File: config.mk
export PLATFORM = sky130hd
export DESIGN_NAME = rf_scoreboard_flat
export DESIGN_NICKNAME = d
export VERILOG_FILES = /design/src/rtl/rf_scoreboard_if.sv /design/src/rtl/rf_scoreboard.sv /design/src/flat_wrapper.sv
export SDC_FILE = /design/constraint.sdc
export NUM_CORES = 1
export LEC_CHECK = 0
export BUFFER_PORTS_ARGS = -buffer_cell sky130_fd_sc_hd__buf_2
export CORE_MARGIN = 1.5
export CORE_UTILIZATION = 40
export CTS_CLUSTER_DIAMETER = 80
export DETAILED_ROUTE_END_ITERATION = 10
export GPL_TIMING_DRIVEN = 0
export SLEW_MARGIN = 20
export SYNTH_ARGS = -nofsm -noshare
export SYNTH_HDL_FRONTEND = slang
export SYNTH_SLANG_ARGS = --single-unit
File: constraint.sdc
create_clock -name clk -period 3.3 [get_ports clk]
set_input_delay 0.33 -clock clk [delete_from_list [all_inputs] [get_ports clk]]
set_output_delay 0.33 -clock clk [all_outputs]
set_load 0.1 [all_outputs]
File: src/rtl/rf_scoreboard_if.sv
// Purpose: decode-side issue/source bundle plus writeback/squash events for rf_scoreboard.
// Latency: wires only; stall/fwd are combinational and busy_vec is registered inside the scoreboard.
// Backpressure: stall refuses the issue presented this cycle; wb/squash events are never refused.
interface rf_scoreboard_if #(
    parameter int NREG = 32,
    parameter int AW   = 5,
    parameter int NSRC = 2,
    parameter int CW   = 3
);
    logic                 arm;
    logic                 issue_valid;
    logic                 issue_we;
    logic [AW-1:0]        issue_rd;
    logic                 issue_fixed;
    logic [CW-1:0]        issue_lat;
    logic [NSRC-1:0]      src_en;
    logic [NSRC*AW-1:0]   src_rs;
    logic                 wb_valid;
    logic [AW-1:0]        wb_rd;
    logic                 squash_valid;
    logic [AW-1:0]        squash_rd;
    logic                 stall;
    logic [NSRC-1:0]      fwd;
    logic [NREG-1:0]      busy_vec;

    // Pipeline / decode side drives the requests and watches the verdicts.
    modport master (
        output arm, issue_valid, issue_we, issue_rd, issue_fixed, issue_lat,
               src_en, src_rs, wb_valid, wb_rd, squash_valid, squash_rd,
        input  stall, fwd, busy_vec
    );

    // Scoreboard side.
    modport slave (
        input  arm, issue_valid, issue_we, issue_rd, issue_fixed, issue_lat,
               src_en, src_rs, wb_valid, wb_rd, squash_valid, squash_rd,
        output stall, fwd, busy_vec
    );
endinterface

File: src/rtl/rf_scoreboard.sv
// Purpose: per-register pending-write scoreboard producing decode stall and per-source forward flags.
// Latency: stall/fwd combinational from state and inputs; state (busy_vec) updates on the next edge.
// Backpressure: a stalled issue leaves state untouched so the same instruction re-evaluates next cycle.
module rf_scoreboard #(
    parameter int NREG = 32,
    parameter int AW   = 5,
    parameter int NSRC = 2,
    parameter int CW   = 3
) (
    input  logic           clk,
    input  logic           rst,
    rf_scoreboard_if.slave sb
);

    logic [NREG-1:0] busy;
    logic [NREG-1:0] isVar;
    logic [CW-1:0]   cnt [NREG];

    logic [NSRC-1:0] srcHaz;
    logic [NSRC-1:0] fwdVec;
    logic            wawHaz;
    logic            stallInt;
    logic            accept;
    logic [NREG-1:0] rdHit;
    logic [NREG-1:0] clrHit;

    // r15 is the PC in ARM mode, x0 is hardwired in RISC-V mode; indices past NREG do not exist.
    function automatic logic isTracked(input logic [AW-1:0] idx, input logic armMode);
        isTracked = 1'b1;
        if (32'(idx) >= 32'(NREG))
            isTracked = 1'b0;
        if (armMode && (32'(idx) == 32'd15))
            isTracked = 1'b0;
        if (!armMode && (32'(idx) == 32'd0))
            isTracked = 1'b0;
    endfunction

    // Per-source hazard and bypass flags; fixed writers become forwardable once their count hits zero.
    always_comb begin : srcCheck
        logic [AW-1:0] rs;
        logic          eBusy;
        logic          eVar;
        logic          eZero;
        srcHaz = '0;
        fwdVec = '0;
        for (int i = 0; i < NSRC; i++) begin
            rs    = sb.src_rs[i*AW +: AW];
            eBusy = 1'b0;
            eVar  = 1'b0;
            eZero = 1'b1;
            for (int r = 0; r < NREG; r++) begin
                if (rs == AW'(r)) begin
                    eBusy = busy[r];
                    eVar  = isVar[r];
                    eZero = (cnt[r] == '0);
                end
            end
            if (sb.src_en[i] && isTracked(rs, sb.arm) && eBusy) begin
                srcHaz[i] = eVar || !eZero;
                fwdVec[i] = !eVar && eZero;
            end
        end
    end

    // Destination decode: WAW against a variable-latency writer, plus one-hot set/clear masks.
    always_comb begin : dstCheck
        logic rdTracked;
        logic wbTracked;
        logic sqTracked;
        rdTracked = isTracked(sb.issue_rd, sb.arm);
        wbTracked = isTracked(sb.wb_rd, sb.arm);
        sqTracked = isTracked(sb.squash_rd, sb.arm);
        wawHaz    = 1'b0;
        rdHit     = '0;
        clrHit    = '0;
        for (int r = 0; r < NREG; r++) begin
            if (sb.issue_rd == AW'(r)) begin
                rdHit[r] = rdTracked;
                if (sb.issue_we && rdTracked && busy[r] && isVar[r])
                    wawHaz = 1'b1;
            end
            if (sb.wb_valid && wbTracked && (sb.wb_rd == AW'(r)))
                clrHit[r] = 1'b1;
            if (sb.squash_valid && sqTracked && (sb.squash_rd == AW'(r)))
                clrHit[r] = 1'b1;
        end
        stallInt = rst && sb.issue_valid && ((|srcHaz) || wawHaz);
        accept   = rst && sb.issue_valid && !stallInt && sb.issue_we;
    end

    assign sb.stall    = stallInt;
    assign sb.fwd      = fwdVec;
    assign sb.busy_vec = busy;

    // State update per register: new issue beats wb/squash, which beats the latency countdown.
    always_ff @(posedge clk) begin
        if (!rst) begin
            busy  <= '0;
            isVar <= '0;
            for (int r = 0; r < NREG; r++)
                cnt[r] <= '0;
        end else begin
            for (int r = 0; r < NREG; r++) begin
                if (accept && rdHit[r]) begin
                    busy[r]  <= 1'b1;
                    isVar[r] <= !sb.issue_fixed;
                    cnt[r]   <= sb.issue_fixed ? sb.issue_lat : '0;
                end else if (clrHit[r]) begin
                    busy[r]  <= 1'b0;
                    isVar[r] <= 1'b0;
                    cnt[r]   <= '0;
                end else if (busy[r] && !isVar[r] && (cnt[r] != '0)) begin
                    cnt[r]   <= cnt[r] - 1'b1;
                end
            end
        end
    end

endmodule

File: src/flat_wrapper.sv
// flat-port wrapper written by rule: the top's interface ports become plain ports
module rf_scoreboard_flat 
#(
    parameter int NREG = 32,
    parameter int AW   = 5,
    parameter int NSRC = 2,
    parameter int CW   = 3
)
  (clk, rst, sb_arm, sb_issue_valid, sb_issue_we, sb_issue_rd, sb_issue_fixed, sb_issue_lat, sb_src_en, sb_src_rs, sb_wb_valid, sb_wb_rd, sb_squash_valid, sb_squash_rd, sb_stall, sb_fwd, sb_busy_vec);
  rf_scoreboard_if #(.NREG(NREG), .AW(AW), .NSRC(NSRC), .CW(CW)) sb_i ();
  input  logic clk;
  input  logic rst;
  input wire logic [$bits(sb_i.arm)-1:0] sb_arm;
  input wire logic [$bits(sb_i.issue_valid)-1:0] sb_issue_valid;
  input wire logic [$bits(sb_i.issue_we)-1:0] sb_issue_we;
  input wire logic [$bits(sb_i.issue_rd)-1:0] sb_issue_rd;
  input wire logic [$bits(sb_i.issue_fixed)-1:0] sb_issue_fixed;
  input wire logic [$bits(sb_i.issue_lat)-1:0] sb_issue_lat;
  input wire logic [$bits(sb_i.src_en)-1:0] sb_src_en;
  input wire logic [$bits(sb_i.src_rs)-1:0] sb_src_rs;
  input wire logic [$bits(sb_i.wb_valid)-1:0] sb_wb_valid;
  input wire logic [$bits(sb_i.wb_rd)-1:0] sb_wb_rd;
  input wire logic [$bits(sb_i.squash_valid)-1:0] sb_squash_valid;
  input wire logic [$bits(sb_i.squash_rd)-1:0] sb_squash_rd;
  output wire logic [$bits(sb_i.stall)-1:0] sb_stall;
  output wire logic [$bits(sb_i.fwd)-1:0] sb_fwd;
  output wire logic [$bits(sb_i.busy_vec)-1:0] sb_busy_vec;
  assign sb_i.arm = sb_arm;
  assign sb_i.issue_valid = sb_issue_valid;
  assign sb_i.issue_we = sb_issue_we;
  assign sb_i.issue_rd = sb_issue_rd;
  assign sb_i.issue_fixed = sb_issue_fixed;
  assign sb_i.issue_lat = sb_issue_lat;
  assign sb_i.src_en = sb_src_en;
  assign sb_i.src_rs = sb_src_rs;
  assign sb_i.wb_valid = sb_wb_valid;
  assign sb_i.wb_rd = sb_wb_rd;
  assign sb_i.squash_valid = sb_squash_valid;
  assign sb_i.squash_rd = sb_squash_rd;
  assign sb_stall = sb_i.stall;
  assign sb_fwd = sb_i.fwd;
  assign sb_busy_vec = sb_i.busy_vec;
  rf_scoreboard #(.NREG(NREG), .AW(AW), .NSRC(NSRC), .CW(CW)) u_core (.clk(clk), .rst(rst), .sb(sb_i));
endmodule
==> metrics.log, run 1 <==
[metrics] number of core rows: 67
[metrics] fill count: 3181
[metrics] count of endpoints failing setup in the final report: 212
[metrics] list of cells traversed by the critical path: inv_2 -> ha_4 -> nand2b_4 -> mux4_2 -> nand2_2 -> a31oi_4 -> o31ai_4 -> a41oi_2 -> a21boi_4 -> nand2_8 -> buf_12 -> buf_12 -> buf_8 -> and3_4 -> buf_12
[metrics] post-layout minimum cycle time: 3740 ps
[metrics] Setup crit end kind: output port
[metrics] count of flip-flops with a built-in enable after synthesis: 96
[metrics] WS Path Type: reg -> out
[metrics] final design instance area without fill: 17500 sq um
[metrics] arrival time reported for the critical path endpoint: 3410 ps
[metrics] share of cells above drive strength 1: 0.295
[metrics] Vert. Die Dim: 188 microns
[metrics] result of the run: complete, but fails checks
[metrics] crit path buf inv count: 5
[metrics] number of distinct library cells after synthesis: 94
[metrics] total number of H-tree levels: 4
[metrics] Die Width: 188 microns
[metrics] DRC violation count after routing: 0
[metrics] Post-Syn Nets: 1686
[metrics] predominant post-synthesis flop cell: edfxtp_1
[metrics] RSZ-0062 raised after global routing: true
[metrics] Worst setup SP type: flip-flop
[metrics] later-pin clock latency in the skew report: 460 ps
[metrics] Core Region: 33500 sq um
[metrics] top-level port count: 73
[metrics] normalized max-slew margin: 0.132
[metrics] Nets: 1878
[metrics] Post-DP HPWL: 45300 microns
[metrics] max-slew violation total from the final report: 0
[metrics] largest area contributor in the netlist: edfxtp_1
[metrics] warning count from the yosys run: 0
[metrics] clock buffers created by TritonCTS: 17
[metrics] sequential fraction of the synthesis area: 0.305
[metrics] final cycle utilization of the critical path: 1.13
[metrics] via count of the first global-routing pass: 13600
[metrics] post-CTS clock slew at the launch and capture registers of the worst setup and hold paths: 70 ps
[metrics] via count: 14500
[metrics] flop and latch count out of synthesis: 160
[metrics] kind of cell with the highest combined delay on the critical path: compound AO/OA/AOI/OAI gates
[metrics] length of the first detailed-routing pass in iterations: 6
[metrics] all-layer global routing usage: 0.336
[metrics] largest cells by area after synthesis: edfxtp_1, dfxtp_1, ha_1, nor2_1, nand2_1
[metrics] CTS tree: done
[metrics] placement-stage cell area: 14600 sq um
[metrics] detail-routed via count per cell: 6.49
[metrics] post-synthesis to final-layout area growth: 28.3%
[metrics] final critical-path setup slack: -441 ps
[metrics] Static Leakage: 6.69 nW
[metrics] number of cells produced by synthesis: 1584
[metrics] count of input and output buffers: 68
[metrics] maximum cell stage delay along the critical path: 490 ps
[metrics] quantity of hold-fixing buffers added after cts: 0
[metrics] Hold Violations, Final: 0
[metrics] max-cap violation count: 0
[metrics] critical path required time: 2970 ps
[metrics] Peak Freq: 267 MHz
[metrics] root buffer cell: clkbuf_16
[metrics] DRT Wirelength: 61100 microns
[metrics] gpl congestion: 1.01
[metrics] number of antenna violations at the first check in global routing: 2
[metrics] starting utilization of the core area: 0.407
[metrics] Synth async-reset ratio: 0
[metrics] buffers from clock root to sink, at most: 2
[metrics] worst-path fanout max: 3
[metrics] initial detailed-routing violation count: 1807
[metrics] post-route antenna net violation count: 0
[metrics] residual overflow from global routing: 0
[metrics] worst vdd rail ir drop: 0.350 mV
[metrics] top-area cell type share of the netlist area: 0.211
[metrics] violated checks: setup timing
[metrics] post-placement setup slack: -1030 ps
[metrics] maximum number of pins on one net before global-route repair: 17
[metrics] power density cells: 328 nW/um^2
[metrics] number of clock sinks: 160
[metrics] multi-input combinational cell area: 9760 sq um
[metrics] classification of the worst-slack hold path: in -> reg
[metrics] post-detailed-route wirelength per cell: 27.3 microns
[metrics] syn_area_per_cell: 8.62 sq um
[metrics] slowest cell on the critical path: mux4_2
[metrics] cell seen most often among critical-path stages: buf_12
[metrics] Post-Route Skew: 14.4 ps
[metrics] global-route wire length before repair: 88300 microns
[metrics] measured slew at the worst slew-check pin: 1300 ps
[metrics] DIE AREA: 35200 sq um
[metrics] Sequential Area: 4200 sq um
[metrics] Synth Cell Area: 13600 sq um
==> tightest hold or removal path, delay by kind of cell <==
family | cells | cell delay [ps]
buffers and inverters | 1 | 170
and+or+nand+nor | 1 | 150
AOI/OAI and AO/OA | 1 | 40
==> through the flow <==
stage / std cells / power [mW] / setup TNS, ps / hold slack [ps] / utilization
detailed placement: 2100 / 3.29 / -165370 / 528 / 0.436
global route: 2238 / 5.88 / -51750 / 294 / 0.522
finish: 2238 / 5.74 / -37650 / 281 / 0.522
CTS: 2213 / 5.62 / -16590 / 255 / 0.505
floorplan: 1584 / 2.93 / 0 / 462 / -
global placement: 2100 / 3.28 / -222560 / 517 / 0.435
==> Yosys cell counts (all sizes together), types with 21 or more instances <==
library cell / instances
nand3: 53
mux2: 50
inv: 84
nand2: 151
clkbuf: 55
o21ai: 37
nor2: 151
buf: 44
edfxtp: 96
nand2b: 45
nor2b: 36
nor3: 46
and2: 21
xnor2: 25
mux2i: 43
dfxtp: 64
ha: 64
a21oi: 65
nand3b: 31
==> sequential cells by signal, indices dropped and copies added (netlist names) <==
register / flops
u_core.cnt: 96
u_core.isVar: 32
u_core.sb.busy_vec: 32
==> placed cells by master, fill, tap and decap left out, drive strengths merged, types with 18 or more instances in the layout <==
cell type,synthesis,final
o32ai,19,19
nand3b,31,31
xnor2,25,25
nand2b,45,45
o21ai,37,37
nor2b,36,36
nor2,151,151
a21oi,65,65
nor3,46,46
or3,19,19
nand3,53,53
edfxtp,96,96
mux2i,43,43
dfxtp,64,64
inv,84,86
ha,64,64
buf,44,218
a211oi,19,19
clkbuf,55,76
o22ai,18,18
mux2,50,50
and2,21,21
a31oi,20,20
nand2,151,151
==> routing by layer <==
layer	routed length, microns	vias up	track usage
li1	-	6302	-
met1	24600	7065	0.459
met3	7250	188	0.0747
met2	26400	959	0.511
met5	0	-	0
met4	2810	0	0.145
==> worst paths after layout <==
| check | start | end | slack [ps] | cells after the start |
|---|---|---|---|---|
| min | sb_issue_fixed | u_core.isVar[23] | 280 | 3 |
| max reg2reg | u_core.cnt[3][3] | u_core.cnt[3][0] | -370 | 17 |
| min reg2reg | u_core.isVar[1] | u_core.isVar[1] | 550 | 2 |
| max | u_core.cnt[3][3] | sb_stall | -440 | 15 |
==> power by group <==
part           internal, mW  total [mW]  switching [mW]  leakage [nW]
sequential             2.18        2.22          0.0419          1.53
combinational         0.541        1.42           0.878          4.86
clock                  1.20        2.10           0.899         0.302
total                  3.92        5.74            1.82          6.69
==> final cells by class <==
class	count	area share
Buffer	95	0.0347
Tap cell	448	0.0320
Clock buffer	22	0.0296
Sequential cell	160	0.240
Inverter	84	0.0180
Clock inverter	10	0.00550
Multi-Input combinational cell	1241	0.557
Timing Repair Buffer	177	0.0827
Antenna cell	1	0.000143
==> logic make-up after synthesis <==
| kind of cell | synth area share |
|---|---|
| AND/OR/NAND/NOR | 0.272 |
| AO/OA/AOI/OAI | 0.202 |
| buffers and inverters | 0.0583 |
| flip-flops | 0.305 |
| multiplexers | 0.0827 |
| adder cells (fa/ha/maj) | 0.0587 |
| XOR/XNOR | 0.0205 |
==> timing repair <==
action                                  4_1_cts  5_1_grt
resized for setup                           247       92
pin swaps                                    71       54
setup buffers                                83       30
endpoints found under the setup margin      256      241
gates cloned                                  0        1
No activity file was read; power rests on OpenSTA's default activity.
==> run 2, diff against run 1 <==
- CTS_CLUSTER_DIAMETER: 80 -> 30
- PLACE_DENSITY: default -> 0.61
- clock period: 3.3 -> 3.9 ns (I/O delays scaled with it)
==> metrics.log, run 2 (synthesized netlist as in run 1, its figures left out) <==
[metrics] top-level port count: 73 (unchanged)
[metrics] Worst setup SP type: flip-flop
[metrics] total number of H-tree levels: 4 (unchanged)
[metrics] critical path required time: 3510 ps (+540 ps)
[metrics] Nets: 1807 (-3.8%)
[metrics] Core Region: 33500 sq um (unchanged)
[metrics] quantity of hold-fixing buffers added after cts: 0 (unchanged)
[metrics] worst vdd rail ir drop: 0.212 mV (-40%)
[metrics] residual overflow from global routing: 0 (unchanged)
[metrics] gpl congestion: 1.05 (+3.7%)
[metrics] starting utilization of the core area: 0.407 (unchanged)
[metrics] measured slew at the worst slew-check pin: 1030 ps (-266 ps)
[metrics] worst-path fanout max: 10 (+7)
[metrics] switching power: 1.51 mW (-17%)
[metrics] Hold Violations, Final: 0 (unchanged)
[metrics] all-layer global routing usage: 0.345 (+0.00884)
[metrics] sequential cell fraction of total power: 0.418 (+0.031)
[metrics] final cycle utilization of the critical path: 0.999
[metrics] result of the run: complete, no violations
[metrics] clock buffers created by TritonCTS: 17 (unchanged)
[metrics] post-detailed-route wirelength per cell: 28.7 microns (+5.1%)
[metrics] buffers from clock root to sink, at most: 2 (unchanged)
[metrics] top library cells by usage in the layout, fill and taps aside: nor2_1, nand2_1, edfxtp_1
[metrics] length of the first detailed-routing pass in iterations: 5 (-1)
[metrics] critical register-to-register path startpoint: u_core.cnt[0][9]
[metrics] cell seen most often among critical-path stages: buf_12
[metrics] register with the highest flop count: u_core.cnt
[metrics] number of antenna violations at the first check in global routing: 3 (+1)
[metrics] Setup crit end kind: output port
[metrics] part of the power in combinational logic: 0.228 (-0.019)
[metrics] Die Width: 188 microns (unchanged)
[metrics] Switching Fraction: 0.336 (+0.0186)
[metrics] DIE AREA: 35200 sq um (unchanged)
[metrics] DRT Wirelength: 62200 microns (+1.8%)
[metrics] via count: 14200 (-1.9%)
[metrics] via count of the first global-routing pass: 13300 (-2.0%)
[metrics] worst flop-to-flop path endpoint: u_core.cnt[5][8]
[metrics] arrival time reported for the critical path endpoint: 3510 ps (+100 ps)
[metrics] multi-input combinational cell area: 9090 sq um (-6.9%)
[metrics] CTS tree: done
[metrics] Hold Path Stages: 3 (unchanged)
[metrics] normalized max-slew margin: 0.311 (+0.179)
[metrics] Post-Route Skew: 11.9 ps (-2.50 ps)
[metrics] number of core rows: 67 (unchanged)
[metrics] Worst R2R Setup Slack: 30 ps (+400 ps)
[metrics] maximum number of pins on one net before global-route repair: 17 (unchanged)
[metrics] root buffer cell: clkbuf_16
[metrics] initial detailed-routing violation count: 1686 (-6.7%)
[metrics] RSZ-0062 raised after global routing: true
[metrics] max reg flops: 96 (unchanged)
[metrics] post-CTS clock slew at the launch and capture registers of the worst setup and hold paths: 70 ps (about the same)
[metrics] most common cell after layout, fill and taps aside: nor2_1
[metrics] max-slew violation total from the final report: 0 (unchanged)
[metrics] Vert. Die Dim: 188 microns (unchanged)
[metrics] post-layout minimum cycle time: 3900 ps
[metrics] Final Instance Count excl. Fillers: 2168 (-3.1%)
[metrics] max-cap violation count: 0 (unchanged)
[metrics] share of cells above drive strength 1: 0.207 (-0.0874)
[metrics] count of input and output buffers: 68 (unchanged)
[metrics] post-synthesis to final-layout area growth: 16.0%
[metrics] number of clock sinks: 160 (unchanged)
[metrics] slowest cell on the critical path: o31ai_4
[metrics] internal power of the cells: 2.99 mW (-24%)
[metrics] Static Leakage: 6.02 nW (-10%)
[metrics] later-pin clock latency in the skew report: 450 ps (about the same)
[metrics] classification of the worst-slack hold path: in -> reg
[metrics] Worst Min Path Start: sb_issue_fixed
[metrics] fill count: 3321 (+4.4%)
[metrics] detail-routed via count per cell: 6.56 (+1.2%)
[metrics] WS Path Type: reg -> out
[metrics] overall power after layout: 4.49 mW (-22%)
[metrics] maximum cell stage delay along the critical path: 410 ps (-80 ps)
[metrics] Hold Path Sink: u_core.isVar[23]
[metrics] Peak Freq: 257 MHz
[metrics] end-of-flow core utilization: 0.472 (-0.0498)
[metrics] Sequential Area: 4170 sq um (-0.74%)
[metrics] Worst Reg2Reg Path Length in Cells: 15 (-2)
[metrics] global-route wire length before repair: 89400 microns (+1.3%)
[metrics] Hold WS: 355 ps (+73.4 ps)
[metrics] Post-DP HPWL: 47000 microns (+3.9%)
[metrics] post-route antenna net violation count: 0 (unchanged)
[metrics] DRC violation count after routing: 0 (unchanged)
[metrics] count of endpoints failing setup in the final report: 0 (-100%)
[metrics] list of cells traversed by the critical path: inv_1 -> ha_1 -> nand3b_1 -> o2111ai_4 -> a21boi_2 -> a31oi_2 -> o31ai_4 -> a41oi_2 -> a21boi_4 -> nand2_8 -> buf_12 -> buf_6 -> and3_4 -> buf_12
[metrics] part of the total power dissipated in the clock network: 0.354 (-0.012)
[metrics] power density cells: 284 nW/um^2 (-13%)
[metrics] Inst Count DP: 2100 (unchanged)
[run 2: cell count changes in the layout (fill, tap and decap cells not counted), sizes merged]
cell      delta
buf         -68
diode        +1
clkbuf       -8
inv          +2
bufinv       -1
clkinv       -2
clkinvlp     +6
[run 2: per-layer routing]
layer / vias to the layer above / track usage / wire length (microns)
met3: 222 / 0.0840 / 7210
met1: 6881 / 0.451 / 24400
li1: 6159 / - / -
met2: 969 / 0.531 / 27100
met4: 0 / 0.172 / 3450
met5: - / 0 / 0
[run 2: layout make-up]
class                      count  area share
multi-input combinational   1241       0.574
sequential                   160       0.263
timing repair buffer         105      0.0412
tap                          448      0.0354
buffer                        96      0.0320
clock buffer                  17      0.0269
inverter                      84      0.0199
clock inverter                15     0.00703
antenna                        2    0.000316
[run 2: worst max-delay path, delay by kind of cell, from the launching register on]
family	cells	cell delay [ps]
AOI/OAI and AO/OA	6	1430
adders and majority gates	1	270
buffers and inverters	4	550
DFF	1	360
and+or+nand+nor	3	430
[run 2: repair_timing]
| item | CTS | global route |
|---|---|---|
| gates resized for setup | 65 | 57 |
| setup endpoints to repair | 227 | 138 |
| pin swaps | 7 | 21 |
| buffers inserted | 10 | 27 |
[run 2: worst max-delay path by stage]
stage                                startpoint                to  cells after the start
final                          u_core.cnt[0][9]          sb_stall                     14
after global routing           u_core.cnt[1][3]          sb_stall                     14
after CTS                      u_core.cnt[4][9]          sb_stall                     14
after detailed placement           sb_src_rs[1]  u_core.cnt[5][7]                     13
after global placement             sb_src_rs[1]  u_core.cnt[5][6]                     13
after floorplan           u_core.sb.busy_vec[2]          sb_stall                     11
[run 2: through the flow]
step,area (sq um),setup WS (ps),setup TNS [ps]
after floorplan,13700,254,0
after global placement,14600,-971,-89890
after detailed placement,14600,-954,-79940
after CTS,15400,-0.122,-0.122
after global routing,15800,-44.1,-295
final,15800,3.10,0
[run 2: power groups by stage]
| stage | clock network [mW] | logic, mW | registers, mW |
|---|---|---|---|
| after floorplan | 0 | 0.564 | 1.91 |
| after CTS | 1.59 | 0.941 | 1.88 |
| after global routing | 1.66 | 1.07 | 1.88 |
| after global placement | 0 | 0.885 | 1.91 |
| after detailed placement | 0 | 0.883 | 1.91 |
| final | 1.59 | 1.02 | 1.88 |
==> run 3, diff against run 2 <==
- MAX_ROUTING_LAYER: default -> met4
==> metrics.log, run 3 (synthesized netlist as in run 1, its figures left out) <==
[metrics] result of the run: complete, but fails checks
[metrics] violated checks: setup timing
[metrics] capturing instance or port of the critical path: u_core.cnt[4][1]
[metrics] starting utilization of the core area: 0.407 (unchanged)
[metrics] most common cell after layout, fill and taps aside: nor2_1
[metrics] buffers from clock root to sink, at most: 2 (unchanged)
[metrics] Worst setup SP type: flip-flop
[metrics] global-route wire length before repair: 89300 microns (about the same)
[metrics] DRT Wirelength: 61900 microns (-0.49%)
[metrics] top library cells by usage in the layout, fill and taps aside: nor2_1, nand2_1, edfxtp_1
[metrics] Worst Reg2Reg Path Length in Cells: 14 (-1)
[metrics] worst flop-to-flop path endpoint: u_core.cnt[4][1]
[metrics] final cycle utilization of the critical path: 1.01 (+0.00788)
[metrics] total number of H-tree levels: 4 (unchanged)
[metrics] worst setup path startpoint: u_core.cnt[2][3]
[metrics] Hold WS: 366 ps (+11.4 ps)
[metrics] DRC violation count after routing: 0 (unchanged)
[metrics] Hold Violations, Final: 0 (unchanged)
[metrics] count of endpoints failing setup in the final report: 11 (+11)
[metrics] final design instance area without fill: 15600 sq um (-1.4%)
[metrics] worst vdd rail ir drop: 0.278 mV (+31%)
[metrics] classification of the worst-slack hold path: in -> reg
[metrics] Die Width: 188 microns (unchanged)
[metrics] all-layer global routing usage: 0.356 (+0.0110)
[metrics] measured slew at the worst slew-check pin: 1020 ps (-14.0 ps)
[metrics] Setup crit end kind: flip-flop
[metrics] normalized max-slew margin: 0.320 (+0.00934)
[metrics] Vert. Die Dim: 188 microns (unchanged)
[metrics] top-level port count: 73 (unchanged)
[metrics] Static Leakage: 5.96 nW (-0.95%)
[metrics] count of input and output buffers: 68 (unchanged)
[metrics] post-synthesis to final-layout area growth: 14.4%
[metrics] post-layout minimum cycle time: 3930 ps (+30.7 ps)
[metrics] post-CTS clock slew at the launch and capture registers of the worst setup and hold paths: 70 ps (about the same)
[metrics] post-detailed-route wirelength per cell: 28.7 microns (+0.11%)
[metrics] Core Region: 33500 sq um (unchanged)
[metrics] Worst Min Path Start: sb_issue_fixed
[metrics] root buffer cell: clkbuf_16
[metrics] Post-DP HPWL: 47500 microns (+1.1%)
[metrics] RSZ-0062 raised after global routing: true
[metrics] Post-Route Skew: 13.8 ps (+1.91 ps)
[metrics] register with the highest flop count: u_core.cnt
[metrics] gpl congestion: 1.04 (-0.74%)
[metrics] power density cells: 290 nW/um^2 (+2.0%)
[metrics] residual overflow from global routing: 0 (unchanged)
[metrics] critical register-to-register path startpoint: u_core.cnt[2][3]
[metrics] initial detailed-routing violation count: 1673 (-0.77%)
[metrics] number of clock sinks: 160 (unchanged)
[metrics] max reg flops: 96 (unchanged)
[metrics] Peak Freq: 255 MHz (-0.78%)
[metrics] max-slew violation total from the final report: 0 (unchanged)
[metrics] max-cap violation count: 0 (unchanged)
[metrics] DIE AREA: 35200 sq um (unchanged)
[metrics] final critical-path setup slack: -27.6 ps (-30.7 ps)
[metrics] later-pin clock latency in the skew report: 450 ps (about the same)
[metrics] number of antenna violations at the first check in global routing: 4 (+1)
[metrics] clock buffers created by TritonCTS: 17 (unchanged)
[metrics] WS Path Type: reg -> reg
[metrics] detail-routed via count per cell: 6.54 (-0.32%)
[metrics] Worst R2R Setup Slack: -30 ps (-60 ps)
[metrics] CTS tree: done
[metrics] number of core rows: 67 (unchanged)
[metrics] length of the first detailed-routing pass in iterations: 6 (+1)
[metrics] via count of the first global-routing pass: 13300 (+0.060%)
[metrics] maximum number of pins on one net before global-route repair: 17 (unchanged)
[metrics] arrival time reported for the critical path endpoint: 4130 ps (+620 ps)
[metrics] worst-path fanout max: 10 (unchanged)
[metrics] Nets: 1794 (-0.72%)
[metrics] placement-stage cell area: 14600 sq um (unchanged)
[metrics] share of cells above drive strength 1: 0.189 (-0.0178)
[metrics] post-route antenna net violation count: 0 (unchanged)
[metrics] via count: 14100 (-0.92%)
[metrics] critical path required time: 4100 ps (+590 ps)
## run 3: cell types whose count changed in the layout (fill, tap and decap cells not counted), moves of 4 or more
| cell | before | now |
|---|---|---|
| buf_4 | 45 | 34 |
| nor3_4 | 6 | 2 |
| clkinvlp_4 | 7 | 3 |
| clkbuf_1 | 44 | 49 |
| nor3_2 | 1 | 5 |
## run 3: timing repair
item	CTS	global route
pin swaps	6	8
buffers inserted	4	21
endpoints found under the setup margin	216	149
gates resized for setup	48	27
cloned	0	0
hold buffers	0	0
## run 3: final cells by class
cell class	count	area [sq um]
antenna	2	5.00
clock buffer	19	433
fill	3341	17900
tap	448	561
clock inverter	13	139
inverter	84	315
sequential	160	4170
timing repair buffer	93	559
multi-input combinational	1241	8960
buffer	95	468
## run 3: per-layer routing
layer | part of all wire | track usage
met1 | 0.40 | 0.463
met2 | 0.44 | 0.535
met3 | 0.11 | 0.0631
met4 | 0.050 | 0.173
met5 | 0 | -
## run 3: how the worst min path moves through the flow
| stage | to | cells past startpoint |
|---|---|---|
| after CTS | u_core.isVar[21] | 3 |
| after floorplan | u_core.isVar[1] | 2 |
| after detailed placement | u_core.isVar[30] | 2 |
| after global placement | u_core.isVar[30] | 2 |
| final | u_core.isVar[21] | 3 |
| after global routing | u_core.isVar[21] | 3 |
## run 3: stage by stage
step | worst slack [ps] | TNS (ps) | power [mW] | std cells | util
2_1_floorplan | 254 | 0 | 2.48 | 1584 | -
3_3_place_gp | -866 | -77360 | 2.80 | 2100 | 0.434
3_5_place_dp | -804 | -55780 | 2.80 | 2100 | 0.435
4_1_cts | -101 | -142 | 4.48 | 2134 | 0.457
5_1_grt | -109 | -2330 | 4.66 | 2155 | 0.466
6_report | -27.6 | -205 | 4.52 | 2155 | 0.466
## run 3: worst max-delay path, cell delays in order (launching register included)
cell and delay (ps):
edfxtp_1 390, inv_1 100, ha_2 200, nand2b_4 90
mux4_2 460, nand2_1 90, a31oi_2 110, o31ai_4 450
a41oi_4 200, a21boi_4 230, buf_4 160, nand3_2 230
or3_1 430, buf_2 200, mux2_1 340
## run 3: power breakdown
part	switching, mW	internal (mW)	leakage, nW
registers	0.0341	1.84	1.52
logic	0.670	0.294	4.17
clock network	0.732	0.945	0.273
total	1.44	3.08	5.96
